File: src/rtl/risc_pkg.sv
// Shared types and constants for the load/store unit.
package risc_pkg;

  // Load/store unit sequencing states.
  typedef enum logic [1:0] {
    IDLE = 2'd0,
    BUSY = 2'd1,
    DONE = 2'd2
  } lsu_state_t;

  // funct3 encodings: size in [1:0], unsigned-load flag in [2].
  localparam logic [2:0] F3_B  = 3'b000;
  localparam logic [2:0] F3_H  = 3'b001;
  localparam logic [2:0] F3_W  = 3'b010;
  localparam logic [2:0] F3_BU = 3'b100;
  localparam logic [2:0] F3_HU = 3'b101;

  // Bus cycles to wait for an ack before declaring a bus error.
  localparam int LSU_TIMEOUT = 255;

  // An op is legal when exactly one of read/write is set, funct3 names an
  // access that exists for that direction, and the address is naturally aligned.
  function automatic logic lsu_op_legal(input logic       rd,
                                        input logic       wr,
                                        input logic [2:0] f3,
                                        input logic [1:0] lo);
    logic f3_ok;
    logic align_ok;
    if (wr) f3_ok = (f3 == F3_B) || (f3 == F3_H) || (f3 == F3_W);
    else    f3_ok = (f3 == F3_B) || (f3 == F3_H) || (f3 == F3_W) ||
                    (f3 == F3_BU) || (f3 == F3_HU);
    case (f3[1:0])
      2'b01:   align_ok = ~lo[0];
      2'b10:   align_ok = (lo == 2'b00);
      default: align_ok = 1'b1;
    endcase
    return (rd ^ wr) && f3_ok && align_ok;
  endfunction

endpackage

File: src/rtl/risc_lsu_if.sv
// Signal bundle between the pipeline/memory and the load/store unit.
//
// Bus handshake: dmem_req rises with dmem_addr/dmem_be/dmem_we/dmem_wdata
// already valid and those stay stable for as long as dmem_req is high. The
// transfer completes in the first cycle where dmem_req and dmem_ack are both
// high; dmem_rdata is sampled in that same cycle. dmem_req drops in the cycle
// after completion (or after a wait timeout).
interface risc_lsu_if
  import risc_pkg::*;
#(
  parameter int DATA_WIDTH = 32
);
  // pipeline side
  logic                  mem_read;
  logic                  mem_write;
  logic [2:0]            funct3;
  logic [DATA_WIDTH-1:0] addr;
  logic [DATA_WIDTH-1:0] store_data;
  logic [DATA_WIDTH-1:0] dmem_data_out;
  logic                  stall;
  logic                  lsu_err;
  // memory bus side
  logic                  dmem_req;
  logic                  dmem_we;
  logic [3:0]            dmem_be;
  logic [DATA_WIDTH-1:0] dmem_addr;
  logic [DATA_WIDTH-1:0] dmem_wdata;
  logic                  dmem_ack;
  logic [DATA_WIDTH-1:0] dmem_rdata;
  // debug view of the sequencing FSM
  lsu_state_t            lsu_state;

  // The LSU: consumes pipeline requests, masters the memory bus.
  modport master (
    input  mem_read, mem_write, funct3, addr, store_data, dmem_ack, dmem_rdata,
    output dmem_data_out, stall, lsu_err, dmem_req, dmem_we, dmem_be,
           dmem_addr, dmem_wdata, lsu_state
  );

  // The surroundings: pipeline control plus the data memory.
  modport slave (
    output mem_read, mem_write, funct3, addr, store_data, dmem_ack, dmem_rdata,
    input  dmem_data_out, stall, lsu_err, dmem_req, dmem_we, dmem_be,
           dmem_addr, dmem_wdata, lsu_state
  );
endinterface

File: src/rtl/risc_lsu_align.sv
// Load lane extraction and sign/zero extension (purely combinational).
module risc_lsu_align
  import risc_pkg::*;
#(
  parameter int DATA_WIDTH = 32
) (
  input  logic [DATA_WIDTH-1:0] i_rdata,
  input  logic [1:0]            i_lane,
  input  logic [2:0]            i_funct3,
  output logic [DATA_WIDTH-1:0] o_data
);

  logic [7:0]  w_byte;
  logic [15:0] w_half;

  // Pick the addressed byte/half from the bus word and extend it.
  always_comb begin
    case (i_lane)
      2'd0:    w_byte = i_rdata[7:0];
      2'd1:    w_byte = i_rdata[15:8];
      2'd2:    w_byte = i_rdata[23:16];
      default: w_byte = i_rdata[31:24];
    endcase
    w_half = i_lane[1] ? i_rdata[31:16] : i_rdata[15:0];
    case (i_funct3)
      F3_B:    o_data = {{(DATA_WIDTH-8){w_byte[7]}}, w_byte};
      F3_H:    o_data = {{(DATA_WIDTH-16){w_half[15]}}, w_half};
      F3_BU:   o_data = {{(DATA_WIDTH-8){1'b0}}, w_byte};
      F3_HU:   o_data = {{(DATA_WIDTH-16){1'b0}}, w_half};
      default: o_data = i_rdata;
    endcase
  end

endmodule

File: src/rtl/risc_lsu.sv
// Load/store unit: validates pipeline memory ops, runs one bus transfer per
// op with a wait timeout, and holds the last load result for writeback.
module risc_lsu
  import risc_pkg::*;
#(
  parameter int DATA_WIDTH = 32,
  parameter int TIMEOUT    = LSU_TIMEOUT
) (
  input logic        clk,
  input logic        nrst,
  risc_lsu_if.master bus
);

  lsu_state_t            r_state;
  lsu_state_t            w_next;
  logic [31:0]           r_wait;
  logic [DATA_WIDTH-1:0] r_data;
  logic [DATA_WIDTH-1:0] r_addr;
  logic [DATA_WIDTH-1:0] r_wdata;
  logic [1:0]            r_lane;
  logic [2:0]            r_funct3;
  logic [3:0]            r_be;
  logic                  r_we;
  logic                  r_err;

  logic                  w_op;
  logic                  w_legal;
  logic                  w_accept;
  logic                  w_illegal;
  logic                  w_ack;
  logic                  w_timeout;
  logic [3:0]            w_be;
  logic [DATA_WIDTH-1:0] w_wdata;
  logic [DATA_WIDTH-1:0] w_load;

  assign w_op      = bus.mem_read | bus.mem_write;
  assign w_legal   = lsu_op_legal(bus.mem_read, bus.mem_write, bus.funct3, bus.addr[1:0]);
  assign w_accept  = (r_state == IDLE) && w_op && w_legal;
  assign w_illegal = (r_state == IDLE) && w_op && !w_legal;
  assign w_ack     = (r_state == BUSY) && bus.dmem_ack;
  // Last permitted wait cycle passed without an ack; an ack in that cycle wins.
  assign w_timeout = (r_state == BUSY) && !bus.dmem_ack && (r_wait == 32'(TIMEOUT - 1));

  // Lane mask and lane-replicated write data for the requested access size.
  always_comb begin
    w_be    = 4'b1111;
    w_wdata = bus.store_data;
    case (bus.funct3[1:0])
      2'b00: begin
        w_be    = 4'b0001 << bus.addr[1:0];
        w_wdata = {(DATA_WIDTH/8){bus.store_data[7:0]}};
      end
      2'b01: begin
        w_be    = 4'b0011 << bus.addr[1:0];
        w_wdata = {(DATA_WIDTH/16){bus.store_data[15:0]}};
      end
      default: ;
    endcase
  end

  risc_lsu_align #(.DATA_WIDTH(DATA_WIDTH)) u_align (
    .i_rdata  (bus.dmem_rdata),
    .i_lane   (r_lane),
    .i_funct3 (r_funct3),
    .o_data   (w_load)
  );

  // FSM state register.
  always_ff @(posedge clk) begin
    if (!nrst) r_state <= IDLE;
    else       r_state <= w_next;
  end

  // FSM next-state logic.
  always_comb begin
    w_next = r_state;
    case (r_state)
      IDLE:    if (w_accept) w_next = BUSY;
      BUSY:    if (w_ack || w_timeout) w_next = DONE;
      DONE:    w_next = IDLE;
      default: w_next = IDLE;
    endcase
  end

  // FSM outputs: hold the pipeline from acceptance until the bus completes.
  always_comb begin
    bus.stall    = 1'b0;
    bus.dmem_req = 1'b0;
    case (r_state)
      IDLE:    bus.stall = w_accept;
      BUSY: begin
        bus.stall    = 1'b1;
        bus.dmem_req = 1'b1;
      end
      default: ;
    endcase
  end

  // Datapath: latch the request on accept, count waits, capture load data.
  always_ff @(posedge clk) begin
    if (!nrst) begin
      r_wait   <= '0;
      r_data   <= '0;
      r_addr   <= '0;
      r_wdata  <= '0;
      r_lane   <= '0;
      r_funct3 <= '0;
      r_be     <= '0;
      r_we     <= 1'b0;
      r_err    <= 1'b0;
    end else begin
      r_err <= w_illegal | w_timeout;
      if (w_accept) begin
        r_addr   <= {bus.addr[DATA_WIDTH-1:2], 2'b00};
        r_lane   <= bus.addr[1:0];
        r_funct3 <= bus.funct3;
        r_be     <= w_be;
        r_wdata  <= w_wdata;
        r_we     <= bus.mem_write;
        r_wait   <= '0;
      end
      if (w_ack) begin
        if (!r_we) r_data <= w_load;
      end else if (w_timeout) begin
        r_data <= '0;
      end else if (r_state == BUSY) begin
        r_wait <= r_wait + 32'd1;
      end
    end
  end

  assign bus.dmem_data_out = r_data;
  assign bus.dmem_we       = r_we;
  assign bus.dmem_be       = r_be;
  assign bus.dmem_addr     = r_addr;
  assign bus.dmem_wdata    = r_wdata;
  assign bus.lsu_err       = r_err;
  assign bus.lsu_state     = r_state;

endmodule

File: src/flat_wrapper.sv
// flat-port wrapper written by rule: the top's interface ports become plain ports
module risc_lsu_flat import risc_pkg::*;
#(
  parameter int DATA_WIDTH = 32,
  parameter int TIMEOUT    = LSU_TIMEOUT
)
  (clk, nrst, bus_mem_read, bus_mem_write, bus_funct3, bus_addr, bus_store_data, bus_dmem_ack, bus_dmem_rdata, bus_dmem_data_out, bus_stall, bus_lsu_err, bus_dmem_req, bus_dmem_we, bus_dmem_be, bus_dmem_addr, bus_dmem_wdata, bus_lsu_state);
  risc_lsu_if #(.DATA_WIDTH(DATA_WIDTH)) bus_i ();
  input logic clk;
  input logic nrst;
  input wire logic [$bits(bus_i.mem_read)-1:0] bus_mem_read;
  input wire logic [$bits(bus_i.mem_write)-1:0] bus_mem_write;
  input wire logic [$bits(bus_i.funct3)-1:0] bus_funct3;
  input wire logic [$bits(bus_i.addr)-1:0] bus_addr;
  input wire logic [$bits(bus_i.store_data)-1:0] bus_store_data;
  input wire logic [$bits(bus_i.dmem_ack)-1:0] bus_dmem_ack;
  input wire logic [$bits(bus_i.dmem_rdata)-1:0] bus_dmem_rdata;
  output wire logic [$bits(bus_i.dmem_data_out)-1:0] bus_dmem_data_out;
  output wire logic [$bits(bus_i.stall)-1:0] bus_stall;
  output wire logic [$bits(bus_i.lsu_err)-1:0] bus_lsu_err;
  output wire logic [$bits(bus_i.dmem_req)-1:0] bus_dmem_req;
  output wire logic [$bits(bus_i.dmem_we)-1:0] bus_dmem_we;
  output wire logic [$bits(bus_i.dmem_be)-1:0] bus_dmem_be;
  output wire logic [$bits(bus_i.dmem_addr)-1:0] bus_dmem_addr;
  output wire logic [$bits(bus_i.dmem_wdata)-1:0] bus_dmem_wdata;
  output wire logic [$bits(bus_i.lsu_state)-1:0] bus_lsu_state;
  assign bus_i.mem_read = bus_mem_read;
  assign bus_i.mem_write = bus_mem_write;
  assign bus_i.funct3 = bus_funct3;
  assign bus_i.addr = bus_addr;
  assign bus_i.store_data = bus_store_data;
  assign bus_i.dmem_ack = bus_dmem_ack;
  assign bus_i.dmem_rdata = bus_dmem_rdata;
  assign bus_dmem_data_out = bus_i.dmem_data_out;
  assign bus_stall = bus_i.stall;
  assign bus_lsu_err = bus_i.lsu_err;
  assign bus_dmem_req = bus_i.dmem_req;
  assign bus_dmem_we = bus_i.dmem_we;
  assign bus_dmem_be = bus_i.dmem_be;
  assign bus_dmem_addr = bus_i.dmem_addr;
  assign bus_dmem_wdata = bus_i.dmem_wdata;
  assign bus_lsu_state = bus_i.lsu_state;
  risc_lsu #(.DATA_WIDTH(DATA_WIDTH), .TIMEOUT(TIMEOUT)) u_core (.clk(clk), .nrst(nrst), .bus(bus_i));
endmodule
File: config.mk
export PLATFORM = sky130hd
export DESIGN_NAME = risc_lsu_flat
export DESIGN_NICKNAME = d
export VERILOG_FILES = /design/src/rtl/risc_pkg.sv /design/src/rtl/risc_lsu_if.sv /design/src/rtl/risc_lsu_align.sv /design/src/rtl/risc_lsu.sv /design/src/flat_wrapper.sv
export SDC_FILE = /design/constraint.sdc
export NUM_CORES = 1
export LEC_CHECK = 0
export BUFFER_PORTS_ARGS = -buffer_cell sky130_fd_sc_hd__buf_4
export CAP_MARGIN = 20
export CORE_UTILIZATION = 40
export DETAILED_ROUTE_END_ITERATION = 12
export PLACE_DENSITY = 0.66
export SLEW_MARGIN = 30
export SYNTH_ARGS = -nofsm -noshare
export SYNTH_HDL_FRONTEND = slang
export SYNTH_HIERARCHICAL = 1
export SYNTH_SLANG_ARGS = --single-unit
File: constraint.sdc
create_clock -name clk -period 2.8 [get_ports clk]
set_input_delay 0.28 -clock clk [delete_from_list [all_inputs] [get_ports clk]]
set_output_delay 0.28 -clock clk [all_outputs]
set_load 0.01 [all_outputs]
==> results.sh <==
export IMPL_outcome="completed"
export IMPL_numCtsBuffers=17
export IMPL_cp_num_buf_inv=1
export IMPL_vdd_drop_max_mv=0.4239
export IMPL_synth_area_top_cells="dfxtp_1 44%, nand2_1 8.8%, a21oi_1 5.7%"
export IMPL_crit_arrival_ps=2580
export IMPL_worst_endpoint_required_ps=3140
export IMPL_async_flop_share_pct=0
export IMPL_avgSynthCellArea_um2=8.129
export IMPL_multi_input_area_um2=3262
export IMPL_post_cts_resized=0
export IMPL_max_stage_delay_ps=530
export IMPL_fill_cells=1498
export IMPL_yosysMostFrequentCell="nand2_1"
export IMPL_finalCritPeriodShare_pct=80.01
export IMPL_die_area_um2=16460
export IMPL_synth_edff_count=0
export IMPL_numPortBuffers=207
export IMPL_cts_hold_buf=0
export IMPL_max_slew_margin_pct=43.65
export IMPL_fmax_mhz=446.4
export IMPL_syn_inst=785
export IMPL_clockRootBuffer="clkbuf_16"
export IMPL_rsz0062_at_grt="false"
export IMPL_cts_max_path_buffers=2
export IMPL_p_per_area_nw_per_um2=586.4
export IMPL_synth_largest_area_cell="dfxtp_1"
export IMPL_place_hpwl_mm=13.39
export IMPL_start_util_pct=41.51
export IMPL_die_w_um=128.3
export IMPL_antenna_left=0
export IMPL_cap_violations=0
export IMPL_grtUsageTotal_pct=23.01
export IMPL_layout_drive_gt1_share_pct=27.91
export IMPL_worst_pin_slew_ps=838.8
export IMPL_ys_warn_count=6
export IMPL_ys_types=59
export IMPL_power_leakage_nw=3.627
export IMPL_critPathSlowestCell="or3b_1"
export IMPL_ios=210
export IMPL_synthFlopType="dfxtp_1"
export IMPL_grt_pass1_wl_mm=29.60
export IMPL_finalMaxSlewViolations=0
export IMPL_vias_per_cell=5.303
export IMPL_drc=0
export IMPL_wl_per_cell_um=15.93
export IMPL_hold_class="input port to flop"
export IMPL_core_area_um2=15370
export IMPL_wirelength_mm=18.94
export IMPL_syn_cell_area_um2=6381
export IMPL_seq_area_frac_synth_pct=43.61
export IMPL_clkSinkCount=139
export IMPL_firstDrtPassIters=5
export IMPL_path_cells="or3b_1 > nor4_4 > buf_4 > nand3_1 > or2_2 > a21oi_1"
export IMPL_grt_max_degree=76
export IMPL_hold_violations=0
export IMPL_fin_worst_skew_ps=7.613
export IMPL_finalNetCount=1076
export IMPL_n_antenna_cell=0
export IMPL_clk_latency_ps=410
export IMPL_path_clk_slew_ps=60
export IMPL_seq_area_um2=2783
export IMPL_grt_overflow=0
export IMPL_grt_pass1_vias=5708
export IMPL_setup_viol=0
export IMPL_startpoint_type="flop"
export IMPL_fin_crit_ps=2240
export IMPL_cts_setup_buffers=0
export IMPL_antenna_found_initial=0
export IMPL_dp_cells=1158
export IMPL_critPathMaxFanout=9
export IMPL_fin_util_pct=56.47
export IMPL_place_congestion=0.8099
export IMPL_rows=45
export IMPL_final_setup_tns_ps=0
export IMPL_synth_top_area_share_pct=43.61
export IMPL_path_delay_family="simple AND/OR/NAND/NOR gates"
export IMPL_ys_seq_elements=139
export IMPL_die_h_um=128.3
export IMPL_area_growth_pct=36.02
export IMPL_synth_common_cells="149 x nand2_1, 139 x dfxtp_1, 73 x a21oi_1"
export IMPL_vias=6305
export IMPL_endpoint_kind="flop"
export IMPL_fin_cells=1189
export IMPL_cts_tree="built"
export IMPL_cts_max_level=4
export IMPL_first_iter_violations=495
export IMPL_critPathKind="flop to flop"
-- cells by family (layout without fill, tap and decap cells) --
family	count (synthesis)	in the layout	share of synthesized area, %
XOR/XNOR	2	2	0.2746
AND/OR/NAND/NOR	335	335	25.28
multiplexers	3	3	0.4902
AO/OA/AOI/OAI	226	226	23.55
other	1	2	0.05877
flip-flops	139	139	43.61
adder cells (fa/ha/maj)	6	6	1.176
buffers and inverters	73	265	5.568
-- power by group --
group	switching [W]	internal, W
Combinational	0.000340	0.000297
Clock	0.000824	0.00155
Sequential	0.0000378	0.00204
-- worst reg2reg max path, stage by stage, from the launching register on --
cell and delay, ps:
dfxtp_1 420, or3b_1 530, nor4_4 440, buf_4 250
nand3_1 110, or2_2 290, a21oi_1 130
-- state kept, by name, indices dropped and copies added (netlist names) --
signal and count:
u_core/r_wait 32, u_core/bus.lsu_state 2, u_core/bus.lsu_err 1, u_core/r_lane 2, u_core/bus.dmem_wdata 32, u_core/bus.dmem_be 4
u_core/bus.dmem_we 1, u_core/bus.dmem_data_out 32, u_core/bus.dmem_addr 30, u_core/r_funct3 3
-- per-stage QoR --
step / hold slack (ps) / area, um2 / worst slack [ps] / power (W)
floorplan: 400.7 / 6385 / 850.4 / 0.002447
global placement: 442.6 / 8061 / 540.3 / 0.002755
detailed placement: 447.3 / 8061 / 457.4 / 0.002757
CTS: 95.42 / 8680 / 554.5 / 0.005130
global route: 107.3 / 8680 / 428.7 / 0.005281
finish: 109.9 / 8680 / 559.7 / 0.005090
-- final timing paths --
path	startpoint	end	slack, ps	depth (start not counted)
setup reg to reg	u_core/bus.lsu_state[0]	u_core/r_wait[19]	560	6
hold reg to reg	u_core/bus.dmem_addr[16]	u_core/bus.dmem_addr[16]	450	2
setup / recovery	u_core/bus.lsu_state[0]	u_core/r_wait[19]	560	6
hold / removal	bus_addr[4]	u_core/bus.dmem_addr[4]	110	3
-- final cells by class --
class | count | share of cell area, %
clock buffer | 23 | 5.507
clock inverter | 8 | 1.615
inverter | 11 | 0.4757
multi-input combinational | 574 | 37.58
sequential | 139 | 32.06
tap | 211 | 3.042
timing repair buffer | 223 | 19.72
-- per-layer routing --
layer	share of wire (%)	wire (um)	track usage, %	vias to the layer above
li1	-	-	-	3177
met1	45	8527	30.39	2864
met2	44	8388	35.10	238
met3	8.5	1613	6.720	26
met4	2.2	410	9.481	0
met5	0	0	0	-
-- placed cells by master, fill, tap and decap left out, types with 10 or more instances in the layout --
cell	count
a211oi_1	17
a21oi_1	72
a22o_1	40
and3_1	10
buf_4	220
clkbuf_16	17
dfxtp_1	139
inv_1	10
nand2_1	148
nand3_1	20
nand4_1	11
nor2_1	49
nor2b_1	21
nor3_1	21
o21ai_0	38
or3_1	11
No activity file was read; power rests on OpenSTA's default activity.
